--- src/rtl/fmdll_pkg.sv ---
// Shared FMDLL definitions: lock-controller state encoding, PD direction
// encoding and default DCDL geometry.
package fmdll_pkg;

   typedef enum logic [1:0] {
      ST_IDLE   = 2'd0,
      ST_SAR    = 2'd1,
      ST_TRACK  = 2'd2,
      ST_LOCKED = 2'd3
   } lock_state_e;

   typedef enum logic {
      DIR_LAG  = 1'b0,
      DIR_LEAD = 1'b1
   } pd_dir_e;

   localparam int unsigned DEF_CW        = 6;
   localparam int unsigned DEF_FW        = 16;
   localparam int unsigned DEF_SETTLE    = 4;
   localparam int unsigned DEF_LOCK_CNT  = 8;
   localparam int unsigned DEF_UNLOCK_TH = 4;

   // Width of the fine count f, which spans 0..fw inclusive.
   function automatic int unsigned fcode_width(input int unsigned fw);
      return $clog2(fw + 1);
   endfunction

endpackage

--- src/rtl/dcdl_lock_ctrl_if.sv ---
// Phase-detector decision inputs and DCDL code / status outputs of the lock controller.
interface dcdl_lock_ctrl_if
   import fmdll_pkg::*;
#(
   parameter int unsigned CW = DEF_CW,
   parameter int unsigned FW = DEF_FW
) ();

   logic          en;
   logic          pd_valid;
   logic          pd_lead;
   logic [CW-1:0] Q;
   logic [FW-1:0] T;
   logic [FW-1:0] Tb;
   logic          lock;
   logic          busy;
   logic          sat;

   modport master (
      output en, pd_valid, pd_lead,
      input  Q, T, Tb, lock, busy, sat
   );

   modport slave (
      input  en, pd_valid, pd_lead,
      output Q, T, Tb, lock, busy, sat
   );

endinterface

--- src/rtl/dcdl_therm_enc.sv ---
// Fine-code encoder: count f (0..FW) to thermometer T = (1<<f)-1 and its complement Tb.
module dcdl_therm_enc
   import fmdll_pkg::*;
#(
   parameter int unsigned FW = DEF_FW
) (
   input  logic [fcode_width(FW)-1:0] f_i,
   output logic [FW-1:0]              t_o,
   output logic [FW-1:0]              tb_o
);

   always_comb begin
      t_o = '0;
      for (int unsigned k = 0; k < FW; k++) begin
         t_o[k] = (32'(f_i) > k);
      end
   end

   assign tb_o = ~t_o;

endmodule

--- src/rtl/dcdl_lock_ctrl.sv ---
// DCDL lock controller: SAR search on the coarse code, then bang-bang fine
// tracking with reversal-count lock detection.
module dcdl_lock_ctrl
   import fmdll_pkg::*;
#(
   parameter int unsigned CW        = DEF_CW,
   parameter int unsigned FW        = DEF_FW,
   parameter int unsigned SETTLE    = DEF_SETTLE,
   parameter int unsigned LOCK_CNT  = DEF_LOCK_CNT,
   parameter int unsigned UNLOCK_TH = DEF_UNLOCK_TH
) (
   input  logic            CLK_exit,
   input  logic            rst,
   dcdl_lock_ctrl_if.slave pd_if
);

   localparam int unsigned FCW = fcode_width(FW);
   localparam int unsigned SCW = $clog2(SETTLE + 1);
   localparam int unsigned IW  = (CW > 1) ? $clog2(CW) : 1;
   localparam int unsigned RCW = $clog2(LOCK_CNT + 1);
   localparam int unsigned UCW = $clog2(UNLOCK_TH + 1);

   localparam logic [CW-1:0]  Q_MAX  = '1;
   localparam logic [CW-1:0]  Q_MID  = {1'b1, {(CW-1){1'b0}}};
   localparam logic [CW-1:0]  Q_ONE  = CW'(1);
   localparam logic [FCW-1:0] F_FULL = FCW'(FW);
   localparam logic [FCW-1:0] F_MID  = FCW'(FW / 2);
   localparam logic [FCW-1:0] F_ONE  = FCW'(1);
   localparam logic [FCW-1:0] F_TOP  = FCW'(FW - 1);
   localparam logic [SCW-1:0] S_LOAD = SCW'(SETTLE);
   localparam logic [IW-1:0]  I_TOP  = IW'(CW - 1);
   localparam logic [RCW-1:0] R_LOCK = RCW'(LOCK_CNT);
   localparam logic [UCW-1:0] U_TH   = UCW'(UNLOCK_TH);

   lock_state_e    state_q;
   logic [CW-1:0]  q_q, q_d;
   logic [FCW-1:0] f_q, f_d;
   logic           sat_q, sat_d;
   logic [IW-1:0]  bit_q;
   logic           bit_set_q;
   logic [SCW-1:0] settle_q;
   pd_dir_e        prev_dir_q;
   logic           prev_vld_q;
   logic [RCW-1:0] rev_q, rev_d;
   logic [UCW-1:0] same_q, same_d;
   logic           lock_q, busy_q;
   pd_dir_e        pd_dir;

   assign pd_dir = pd_if.pd_lead ? DIR_LEAD : DIR_LAG;

   // One fine step with carry into / borrow from the coarse code.
   always_comb begin
      q_d   = q_q;
      f_d   = f_q;
      sat_d = sat_q;
      if (pd_dir == DIR_LEAD) begin
         if (f_q != F_FULL) begin
            f_d = f_q + F_ONE;
         end else if (q_q != Q_MAX) begin
            q_d = q_q + Q_ONE;
            f_d = F_ONE;
         end else begin
            sat_d = 1'b1;
         end
      end else begin
         if (f_q != '0) begin
            f_d = f_q - F_ONE;
         end else if (q_q != '0) begin
            q_d = q_q - Q_ONE;
            f_d = F_TOP;
         end else begin
            sat_d = 1'b1;
         end
      end
   end

   always_comb begin
      rev_d  = rev_q;
      same_d = same_q;
      if (prev_vld_q) begin
         if (pd_dir != prev_dir_q) begin
            if (rev_q != R_LOCK) rev_d = rev_q + RCW'(1);
            same_d = '0;
         end else begin
            rev_d = '0;
            if (same_q != U_TH) same_d = same_q + UCW'(1);
         end
      end
   end

   // Lock history restarts on SAR entry; SAR bit decisions do not feed it,
   // so the first tracking decision only seeds prev_dir.
   always_ff @(posedge CLK_exit) begin
      if (rst) begin
         state_q    <= ST_IDLE;
         q_q        <= '0;
         f_q        <= '0;
         sat_q      <= 1'b0;
         bit_q      <= '0;
         bit_set_q  <= 1'b0;
         settle_q   <= '0;
         prev_dir_q <= DIR_LAG;
         prev_vld_q <= 1'b0;
         rev_q      <= '0;
         same_q     <= '0;
         lock_q     <= 1'b0;
         busy_q     <= 1'b0;
      end else if (state_q != ST_IDLE && !pd_if.en) begin
         state_q   <= ST_IDLE;
         lock_q    <= 1'b0;
         busy_q    <= 1'b0;
         bit_set_q <= 1'b0;
      end else begin
         case (state_q)
            ST_IDLE: begin
               if (pd_if.en) begin
                  state_q    <= ST_SAR;
                  q_q        <= Q_MID;
                  f_q        <= F_MID;
                  bit_q      <= I_TOP;
                  bit_set_q  <= 1'b0;
                  settle_q   <= S_LOAD;
                  prev_vld_q <= 1'b0;
                  rev_q      <= '0;
                  same_q     <= '0;
                  sat_q      <= 1'b0;
                  lock_q     <= 1'b0;
                  busy_q     <= 1'b1;
               end
            end
            ST_SAR: begin
               if (bit_set_q) begin
                  q_q[bit_q] <= 1'b1;
                  settle_q   <= S_LOAD;
                  bit_set_q  <= 1'b0;
               end else if (settle_q != '0) begin
                  settle_q <= settle_q - SCW'(1);
               end else if (pd_if.pd_valid) begin
                  if (!pd_if.pd_lead) q_q[bit_q] <= 1'b0;
                  if (bit_q != '0) begin
                     bit_q     <= bit_q - IW'(1);
                     bit_set_q <= 1'b1;
                  end else begin
                     state_q  <= ST_TRACK;
                     busy_q   <= 1'b0;
                     settle_q <= S_LOAD;
                  end
               end
            end
            default: begin
               if (settle_q != '0) begin
                  settle_q <= settle_q - SCW'(1);
               end else if (pd_if.pd_valid) begin
                  q_q        <= q_d;
                  f_q        <= f_d;
                  sat_q      <= sat_d;
                  settle_q   <= S_LOAD;
                  prev_dir_q <= pd_dir;
                  prev_vld_q <= 1'b1;
                  same_q     <= same_d;
                  rev_q      <= rev_d;
                  if (state_q == ST_TRACK && rev_d == R_LOCK) begin
                     state_q <= ST_LOCKED;
                     lock_q  <= 1'b1;
                  end else if (state_q == ST_LOCKED && same_d == U_TH) begin
                     state_q <= ST_TRACK;
                     lock_q  <= 1'b0;
                     rev_q   <= '0;
                  end
               end
            end
         endcase
      end
   end

   dcdl_therm_enc #(.FW(FW)) u_therm (
      .f_i  (f_q),
      .t_o  (pd_if.T),
      .tb_o (pd_if.Tb)
   );

   assign pd_if.Q    = q_q;
   assign pd_if.lock = lock_q;
   assign pd_if.busy = busy_q;
   assign pd_if.sat  = sat_q;

endmodule

--- src/flat_wrapper.sv ---
// flat-port wrapper written by rule: the top's interface ports become plain ports
module dcdl_lock_ctrl_flat import fmdll_pkg::*;
#(
   parameter int unsigned CW        = DEF_CW,
   parameter int unsigned FW        = DEF_FW,
   parameter int unsigned SETTLE    = DEF_SETTLE,
   parameter int unsigned LOCK_CNT  = DEF_LOCK_CNT,
   parameter int unsigned UNLOCK_TH = DEF_UNLOCK_TH
)
  (CLK_exit, rst, pd_if_en, pd_if_pd_valid, pd_if_pd_lead, pd_if_Q, pd_if_T, pd_if_Tb, pd_if_lock, pd_if_busy, pd_if_sat);
  dcdl_lock_ctrl_if #(.CW(CW), .FW(FW)) pd_if_i ();
  input  logic CLK_exit;
  input  logic rst;
  input wire logic [$bits(pd_if_i.en)-1:0] pd_if_en;
  input wire logic [$bits(pd_if_i.pd_valid)-1:0] pd_if_pd_valid;
  input wire logic [$bits(pd_if_i.pd_lead)-1:0] pd_if_pd_lead;
  output wire logic [$bits(pd_if_i.Q)-1:0] pd_if_Q;
  output wire logic [$bits(pd_if_i.T)-1:0] pd_if_T;
  output wire logic [$bits(pd_if_i.Tb)-1:0] pd_if_Tb;
  output wire logic [$bits(pd_if_i.lock)-1:0] pd_if_lock;
  output wire logic [$bits(pd_if_i.busy)-1:0] pd_if_busy;
  output wire logic [$bits(pd_if_i.sat)-1:0] pd_if_sat;
  assign pd_if_i.en = pd_if_en;
  assign pd_if_i.pd_valid = pd_if_pd_valid;
  assign pd_if_i.pd_lead = pd_if_pd_lead;
  assign pd_if_Q = pd_if_i.Q;
  assign pd_if_T = pd_if_i.T;
  assign pd_if_Tb = pd_if_i.Tb;
  assign pd_if_lock = pd_if_i.lock;
  assign pd_if_busy = pd_if_i.busy;
  assign pd_if_sat = pd_if_i.sat;
  dcdl_lock_ctrl #(.CW(CW), .FW(FW), .SETTLE(SETTLE), .LOCK_CNT(LOCK_CNT), .UNLOCK_TH(UNLOCK_TH)) u_core (.CLK_exit(CLK_exit), .rst(rst), .pd_if(pd_if_i));
endmodule
--- config.mk ---
export PLATFORM = sky130hd
export DESIGN_NAME = dcdl_lock_ctrl_flat
export DESIGN_NICKNAME = d
export VERILOG_FILES = /design/src/rtl/fmdll_pkg.sv /design/src/rtl/dcdl_lock_ctrl_if.sv /design/src/rtl/dcdl_therm_enc.sv /design/src/rtl/dcdl_lock_ctrl.sv /design/src/flat_wrapper.sv
export SDC_FILE = /design/constraint.sdc
export NUM_CORES = 1
export LEC_CHECK = 0
export CORE_AREA = 2 2 73 75
export DETAILED_ROUTE_END_ITERATION = 8
export DIE_AREA = 0 0 75 77
export GPL_TIMING_DRIVEN = 0
export MAX_ROUTING_LAYER = met4
export PLACE_DENSITY = 0.76
export SYNTH_ARGS = -nofsm -noshare
export SYNTH_HDL_FRONTEND = slang
export SYNTH_SLANG_ARGS = --single-unit
--- constraint.sdc ---
create_clock -name CLK_exit -period 2.3 [get_ports CLK_exit]
set_input_delay 0.23 -clock CLK_exit [delete_from_list [all_inputs] [get_ports CLK_exit]]
set_output_delay 0.23 -clock CLK_exit [all_outputs]
set_load 0.02 [all_outputs]
==> flow_summary.yaml, run 1 <==
route:
  wl_mm: 6.47
  vias_per_cell: 5.55
  drtIter0Drc: 226
  dr.pass1.iters: 4
  vias: 2586
  route.detailed.drc: 0
  post_drt_wl_per_cell_um: 13.9
  antenna_left: 0
synthesis:
  syn_avg_cell_area_um2: 7.56
  synth_top_area_share_pct: 24.8
  synth-simple-area-share_pct: 27.4
  synth_compound_gate_area_share_pct: 21.4
  synth-adder-area-share_pct: 8.54
  ys_seq_area_share_pct: 24.8
  ys_types: 66
  yosys_most_used_dff: "dfxtp_1"
  synthCells: 341
  synth_area_leaders: "dfxtp_1 25%, ha_1 7.8%, nor2_1 5.7%"
  synth-edff-count: 0
  yosys-top-cells-count: "39 x nor2_1, 32 x dfxtp_1, 28 x inv_1, 27 x a21oi_1, 25 x nand2_1"
  async_flop_share_pct: 0
  ys_warn_count: 0
  yosys.area_share.xor_xnor_pct: 4.32
  syn_area_um2: 2580
  synth.largest_area_cell: "dfxtp_1"
  synth_seq_cells: 32
  synth_most_common_cell: "nor2_1"
  synth_nets: 363
  synthMuxAreaShare_pct: 5.53
  synth_top_family_by_area: "simple AND/OR/NAND/NOR gates"
cts:
  cts_root_buf: "clkbuf_8"
  cts_tree: "done"
  insertion_delay_ns: 0.29
  cts.sinks: 32
  clk_pin_slew_worst_paths_ns: 0.07
  cts_buffers: 5
  htreeDepth: 2
  clk_path_buf_depth: 2
placed_design:
  pre_cts_slack_ns: -0.442
  place.gp.congestion: 0.830
  io_buffers: 45
  dp_hpwl_mm: 4.80
layout:
  antenna_cells: 0
  fin_util_pct: 65.8
  syn_to_final_growth_pct: 27.1
  final_nets: 417
  fillers: 459
  drive_gt1_share_pct: 10.9
timing:
  fin_ws_ns: 0.0579
  finalClockSkew_ns: 0.0106
  slew_headroom_pct: 51.4
  finalSetupViolations: 0
  timing.fmax_mhz: 446
  tightest_slew_ns: 0.721
  period_needed_ns: 2.24
  slew_viol_final: 0
  hold_viol_final: 0
  rsz0062_at_grt: "true"
  fin_crit_sh_pct: 97.5
worst_setup_path:
  cp_num_buf_inv: 4
  start_kind: "flop"
  worstSetupPathType: "reg -> out"
  worstPathCellList: "buf_2 -> clkbuf_4 -> and3_1 -> ha_1 -> or2_2 -> inv_1 -> dlygate4sd2_1"
  cp.required_ns: 2.07
  cp_slowest_cell: "dfxtp_1"
  cp.arrival_ns: 2.01
  end_kind: "output port"
  crit_family: "buffers and inverters"
  slowest_delay_ns: 0.32
  cp_max_fo: 10
die:
  initial_core_util_pct: 51.8
  fp-row-count: 26
  die_h_um: 77
  die_x_um: 75
  dieArea_um2: 5780
  io_pins: 46
  core_um2: 4980
power:
  intPower_mw: 1.08
  power_frac_comb_pct: 28.4
  swShare_pct: 30.9
  p_total_mw: 1.57
  peakVddDrop_v: 0.000394
  p_sw_uw: 485
  seqPwrFrac_pct: 37.2
  leakage_nw: 1.44
  clkPwrFrac_pct: 34.4
  pwr_density_cell_nw_per_um2: 478
global_routing:
  gr-total-overflow: 0
  grt_usage_pct: 24.8
  grt_max_degree: 11
  antenna_found_initial: 0
  grt_pass1_vias: 2508
  grt_pass1_wl_mm: 11.3
run:
  drv_cap: 0
worst_hold_path:
  holdCritPathClass: "reg -> reg"
run_status:
  status: "completed"
==> cell usage in the layout (no fill, tap or decap), types with 3 or more instances in the layout <==
master and instances:
nor2_1 39, clkdlybuf4s50_1 34, dfxtp_1 30, inv_1 27, a21oi_1 27, nand2_1 25
ha_1 16, nand3_1 12, mux2i_1 12, o21ai_0 11, clkbuf_1 9, nor3_1 9
dlymetal6s2s_1 8, a31oi_1 7, o22ai_1 7, nand2b_1 6, and2_1 6, nor2b_1 5
xor2_1 5, clkbuf_8 5, or3_1 4, a22oi_1 4, o21ai_1 4, nor4_1 4
xnor2_1 4, a211oi_1 4, buf_2 3, nor3_2 3, o21a_1 3, buf_4 3
a21o_1 3, dlygate4sd2_1 3
==> registers in the layout (all words and copies together) (netlist names) <==
signal	cells
u_core.pd_if.busy	1
u_core.bit_q	3
u_core.pd_if.Q	6
u_core.rev_q	4
u_core.settle_q	3
u_core.same_q	3
u_core.bit_set_q	1
u_core.pd_if.sat	1
u_core.f_q	5
u_core.state_q	2
u_core.prev_dir_q	1
u_core.prev_vld_q	1
u_core.pd_if.lock	1
==> worst reg2reg max path, stage by stage (launching register included) <==
cell      delay, ns
dfxtp_2        0.36
inv_1          0.12
ha_1           0.30
and4bb_2       0.32
nand2_1        0.11
o211ai_2       0.27
and2_2         0.26
o21ai_0        0.08
nor3b_2        0.15
==> power groups by stage <==
| stage | Sequential, mW | Combinational [mW] | Clock, mW |
|---|---|---|---|
| 3_5_place_dp | 0.595 | 0.444 | 0 |
| 5_1_grt | 0.584 | 0.484 | 0.564 |
| 4_1_cts | 0.582 | 0.447 | 0.547 |
| 6_report | 0.582 | 0.445 | 0.540 |
| 2_1_floorplan | 0.596 | 0.274 | 0 |
| 3_3_place_gp | 0.595 | 0.437 | 0 |
==> routing by layer <==
layer	part of all wire, %	global-route usage, %	vias up
met4	0.88	6.07	0
met2	49	40.7	51
li1	-	-	1303
met3	3.4	3.68	7
met1	47	31.7	1225
met5	0	-	-
==> final cells by class <==
| class | count | area (µm²) | area share [%] |
|---|---|---|---|
| Buffer | 17 | 91.3 | 2.79 |
| Clock buffer | 6 | 72.6 | 2.21 |
| Clock inverter | 2 | 35.0 | 1.07 |
| Inverter | 30 | 121 | 3.70 |
| Multi-Input combinational cell | 262 | 1740 | 53.2 |
| Sequential cell | 32 | 643 | 19.6 |
| Tap cell | 70 | 87.6 | 2.67 |
| Timing Repair Buffer | 47 | 482 | 14.7 |
==> path summary, 6_finish.rpt <==
| check | start | end | slack, ns | depth (start not counted) |
|---|---|---|---|---|
| hold / removal | u_core.settle_q[2] | u_core.settle_q[1] | 0.48 | 2 |
| setup reg to reg | u_core.f_q[1] | u_core.f_q[4] | 0.19 | 8 |
| hold reg to reg | u_core.settle_q[2] | u_core.settle_q[1] | 0.48 | 2 |
| setup / recovery | u_core.f_q[2] | pd_if_T[15] | 0.06 | 7 |
==> per-stage QoR <==
step           std cells  setup TNS (ns)  hold slack [ns]  instance area [µm²]
5_1_grt              466         -0.0575            0.486                 3280
4_1_cts              466               0            0.479                 3240
6_report             466               0            0.478                 3280
3_3_place_gp         456          -0.648            0.463                 3120
2_1_floorplan        341               0            0.406                 2580
3_5_place_dp         456          -0.788            0.468                 3120
==> kinds of logic (layout without fill, tap and decap cells) <==
group,count (synthesis),after routing
buf+inv,47,102
flops,32,32
mux,14,14
fa+ha+maj,17,17
simple gates,134,134
xor+xnor,11,11
compound gates,86,86
==> what timing repair did <==
action | CTS | global route
endpoints found under the setup margin | 7 | 14
buffers inserted | 2 | 0
pin swaps | 0 | 0
hold buffers | 0 | 0
gates resized for setup | 7 | 12
(Power assumes the default switching activity.)
==> run 2, diff against run 1 <==
--- a/config.mk
+++ b/config.mk
@@ -5,9 +5,10 @@
 export SDC_FILE = /design/constraint.sdc
 export NUM_CORES = 1
 export LEC_CHECK = 0
-export CORE_AREA = 2 2 73 75
+export ABC_AREA = 1
+export CORE_AREA = 2 2 75 77
 export DETAILED_ROUTE_END_ITERATION = 8
-export DIE_AREA = 0 0 75 77
+export DIE_AREA = 0 0 77 79
 export GPL_TIMING_DRIVEN = 0
 export MAX_ROUTING_LAYER = met4
 export PLACE_DENSITY = 0.76
==> run 2 against run 1 <==
Compared with the run above: clock power is 15% lower; largest cell class unchanged; clock-buffer cell count rose by 1; critical path type unchanged; combinational power grew to 4.7 times the previous value; first-iteration DRC count fell by 35%; die area increased by 5.3%.
==> flow_summary.yaml, run 2 <==
synthesis:
  yosys-top-cells-count: "93 x nand2_1, 54 x inv_1, 49 x nor2_1, 35 x a21oi_1, 32 x dfxtp_1"
  synth_area_leaders: "dfxtp_1 23%, nand2_1 13%, inv_1 7.4%"
  synth_seq_cells: 32
  ys_seq_area_share_pct: 23.3
  ys_warn_count: 0
  yosys_most_used_dff: "dfxtp_1"
  synth-edff-count: 0
  async_flop_share_pct: 0
  synth_top_area_share_pct: 23.3
  syn_area_um2: 2750
  synth.largest_area_cell: "dfxtp_1"
  synth_nets: 454
  ys_types: 41
  synth_most_common_cell: "nand2_1"
  synthCells: 432
  syn_avg_cell_area_um2: 6.36
worst_setup_path:
  end_kind: "output port"
  crit_family: "buffers and inverters"
  ff2ff_setup_slack_ns: 0.46
  cp.arrival_ns: 1.97
  cp_slowest_cell: "clkdlybuf4s50_1"
  cp_num_buf_inv: 3
  cp.required_ns: 2.07
  cp_max_fo: 7
  worstPathCellList: "inv_1 -> ha_1 -> nor2_1 -> nor2_1 -> a21oi_1 -> inv_1 -> clkdlybuf4s50_1"
  timing.rr.end: "u_core.rev_q[3]"
  crit_cells: 7
  worstSetupPathType: "reg -> out"
  reg2reg_from: "u_core.settle_q[0]"
  r2r.worst_path.cells: 9
  crit_path_end: "pd_if_Tb[9]"
  cp-startpoint: "u_core.f_q[1]"
  start_kind: "flop"
  slowest_delay_ns: 0.53
global_routing:
  grt_max_degree: 12
  antenna_found_initial: 0
  grt_pass1_vias: 2698
  grt_pass1_wl_mm: 11.4
  grt_usage_pct: 23.1
  gr-total-overflow: 0
timing:
  timing.fmax_mhz: 455
  finalSetupViolations: 0
  fin_ws_ns: 0.102
  finalHoldWorstSlack_ns: 0.467
  tns_ns: 0
  finalClockSkew_ns: 0.00841
  period_needed_ns: 2.20
  slew_viol_final: 0
  tightest_slew_ns: 0.601
  slew_headroom_pct: 59.9
  hold_viol_final: 0
  rsz0062_at_grt: "true"
  fin_crit_sh_pct: 95.5
placed_design:
  place.gp.congestion: 0.887
  placed_area_um2: 3290
  io_buffers: 45
  place_inst: 549
  pre_cts_slack_ns: -0.0305
  dp_hpwl_mm: 5.21
route:
  vias_per_cell: 5.19
  dr.pass1.iters: 4
  antenna_left: 0
  wl_mm: 6.66
  drtIter0Drc: 146
  post_drt_wl_per_cell_um: 12.0
  vias: 2892
  route.detailed.drc: 0
cts:
  cts_tree: "done"
  clk_path_buf_depth: 2
  insertion_delay_ns: 0.29
  cts.sinks: 32
  clk_pin_slew_worst_paths_ns: 0.07
  cts_setup_buffers: 0
  cts_root_buf: "clkbuf_8"
  holdBufCountCts: 0
  htreeDepth: 2
  cts_buffers: 5
die:
  fp-row-count: 27
  die_h_um: 79
  die_x_um: 77
  core_um2: 5340
  dieArea_um2: 6080
  io_pins: 46
  initial_core_util_pct: 51.5
power:
  pwr_density_cell_nw_per_um2: 992
  p_total_mw: 3.38
  leakage_nw: 1.58
  peakVddDrop_v: 0.000572
layout:
  final_common_cell: "nand2_1"
  final_cell_mix: "93 x nand2_1, 54 x inv_1, 49 x nor2_1"
  fillers: 520
  design_area_um2: 3410
  fin_util_pct: 63.8
  largest_reg_flops: 6
  final_nets: 506
  final_cells: 557
  syn_to_final_growth_pct: 24.0
  drive_gt1_share_pct: 13.4
  antenna_cells: 0
worst_hold_path:
  holdCritPathClass: "reg -> reg"
run:
  drv_cap: 0
run_status:
  status: "completed"
==> run 2: worst min-delay path by stage <==
stage / from / cells past startpoint / slack (ns) / end
3_3_place_gp: u_core.pd_if.lock / 2 / 0.45 / u_core.pd_if.lock
6_report: u_core.pd_if.lock / 2 / 0.47 / u_core.pd_if.lock
4_1_cts: u_core.pd_if.lock / 2 / 0.47 / u_core.pd_if.lock
3_5_place_dp: u_core.pd_if.lock / 2 / 0.46 / u_core.pd_if.lock
2_1_floorplan: rst / 1 / 0.31 / u_core.settle_q[2]
5_1_grt: u_core.pd_if.lock / 2 / 0.49 / u_core.pd_if.lock
==> run 2: layer usage <==
metal | track usage (%) | wire length (µm)
met1 | 27.8 | 3040
met2 | 40.5 | 3250
met3 | 3.86 | 317
met4 | 5.54 | 51
met5 | - | 0
==> run 2: area by class of cell <==
class / count / area, µm² / area share [%]
Buffer: 11 / 73.8 / 2.17
Sequential cell: 32 / 644 / 18.9
Clock inverter: 1 / 7.51 / 0.220
Inverter: 73 / 287 / 8.41
Clock buffer: 7 / 86.3 / 2.53
Tap cell: 72 / 90.1 / 2.65
Timing Repair Buffer: 45 / 465 / 13.7
Multi-Input combinational cell: 316 / 1750 / 51.4
==> run 2: cells by family after synthesis <==
family	count (synthesis)	share of synthesized area [%]
AO/OA/AOI/OAI	85	17.8
buffers and inverters	84	13.1
adder cells (fa/ha/maj)	17	8.01
flip-flops	32	23.3
AND/OR/NAND/NOR	208	35.9
XOR/XNOR	6	1.91
==> run 2: what timing repair did <==
| action | CTS | global route |
|---|---|---|
| resized for setup | 4 | 9 |
| endpoints found under the hold margin | 0 | 0 |
| setup endpoints to repair | 8 | 9 |
==> run 2: power breakdown <==
part,switching (mW),internal (mW)
combinational,1.27,0.840
sequential,0.144,0.665
clock,0.218,0.243
total,1.63,1.75
==> run 2: worst reg2reg max path, cell delays in order (launching register included) <==
cell     delay [ns]
dfxtp_1        0.36
nor2_1         0.07
ha_1           0.19
buf_2          0.17
nand4_1        0.18
inv_2          0.12
nor2_2         0.30
inv_2          0.12
o21ai_0        0.16
a21oi_1        0.06
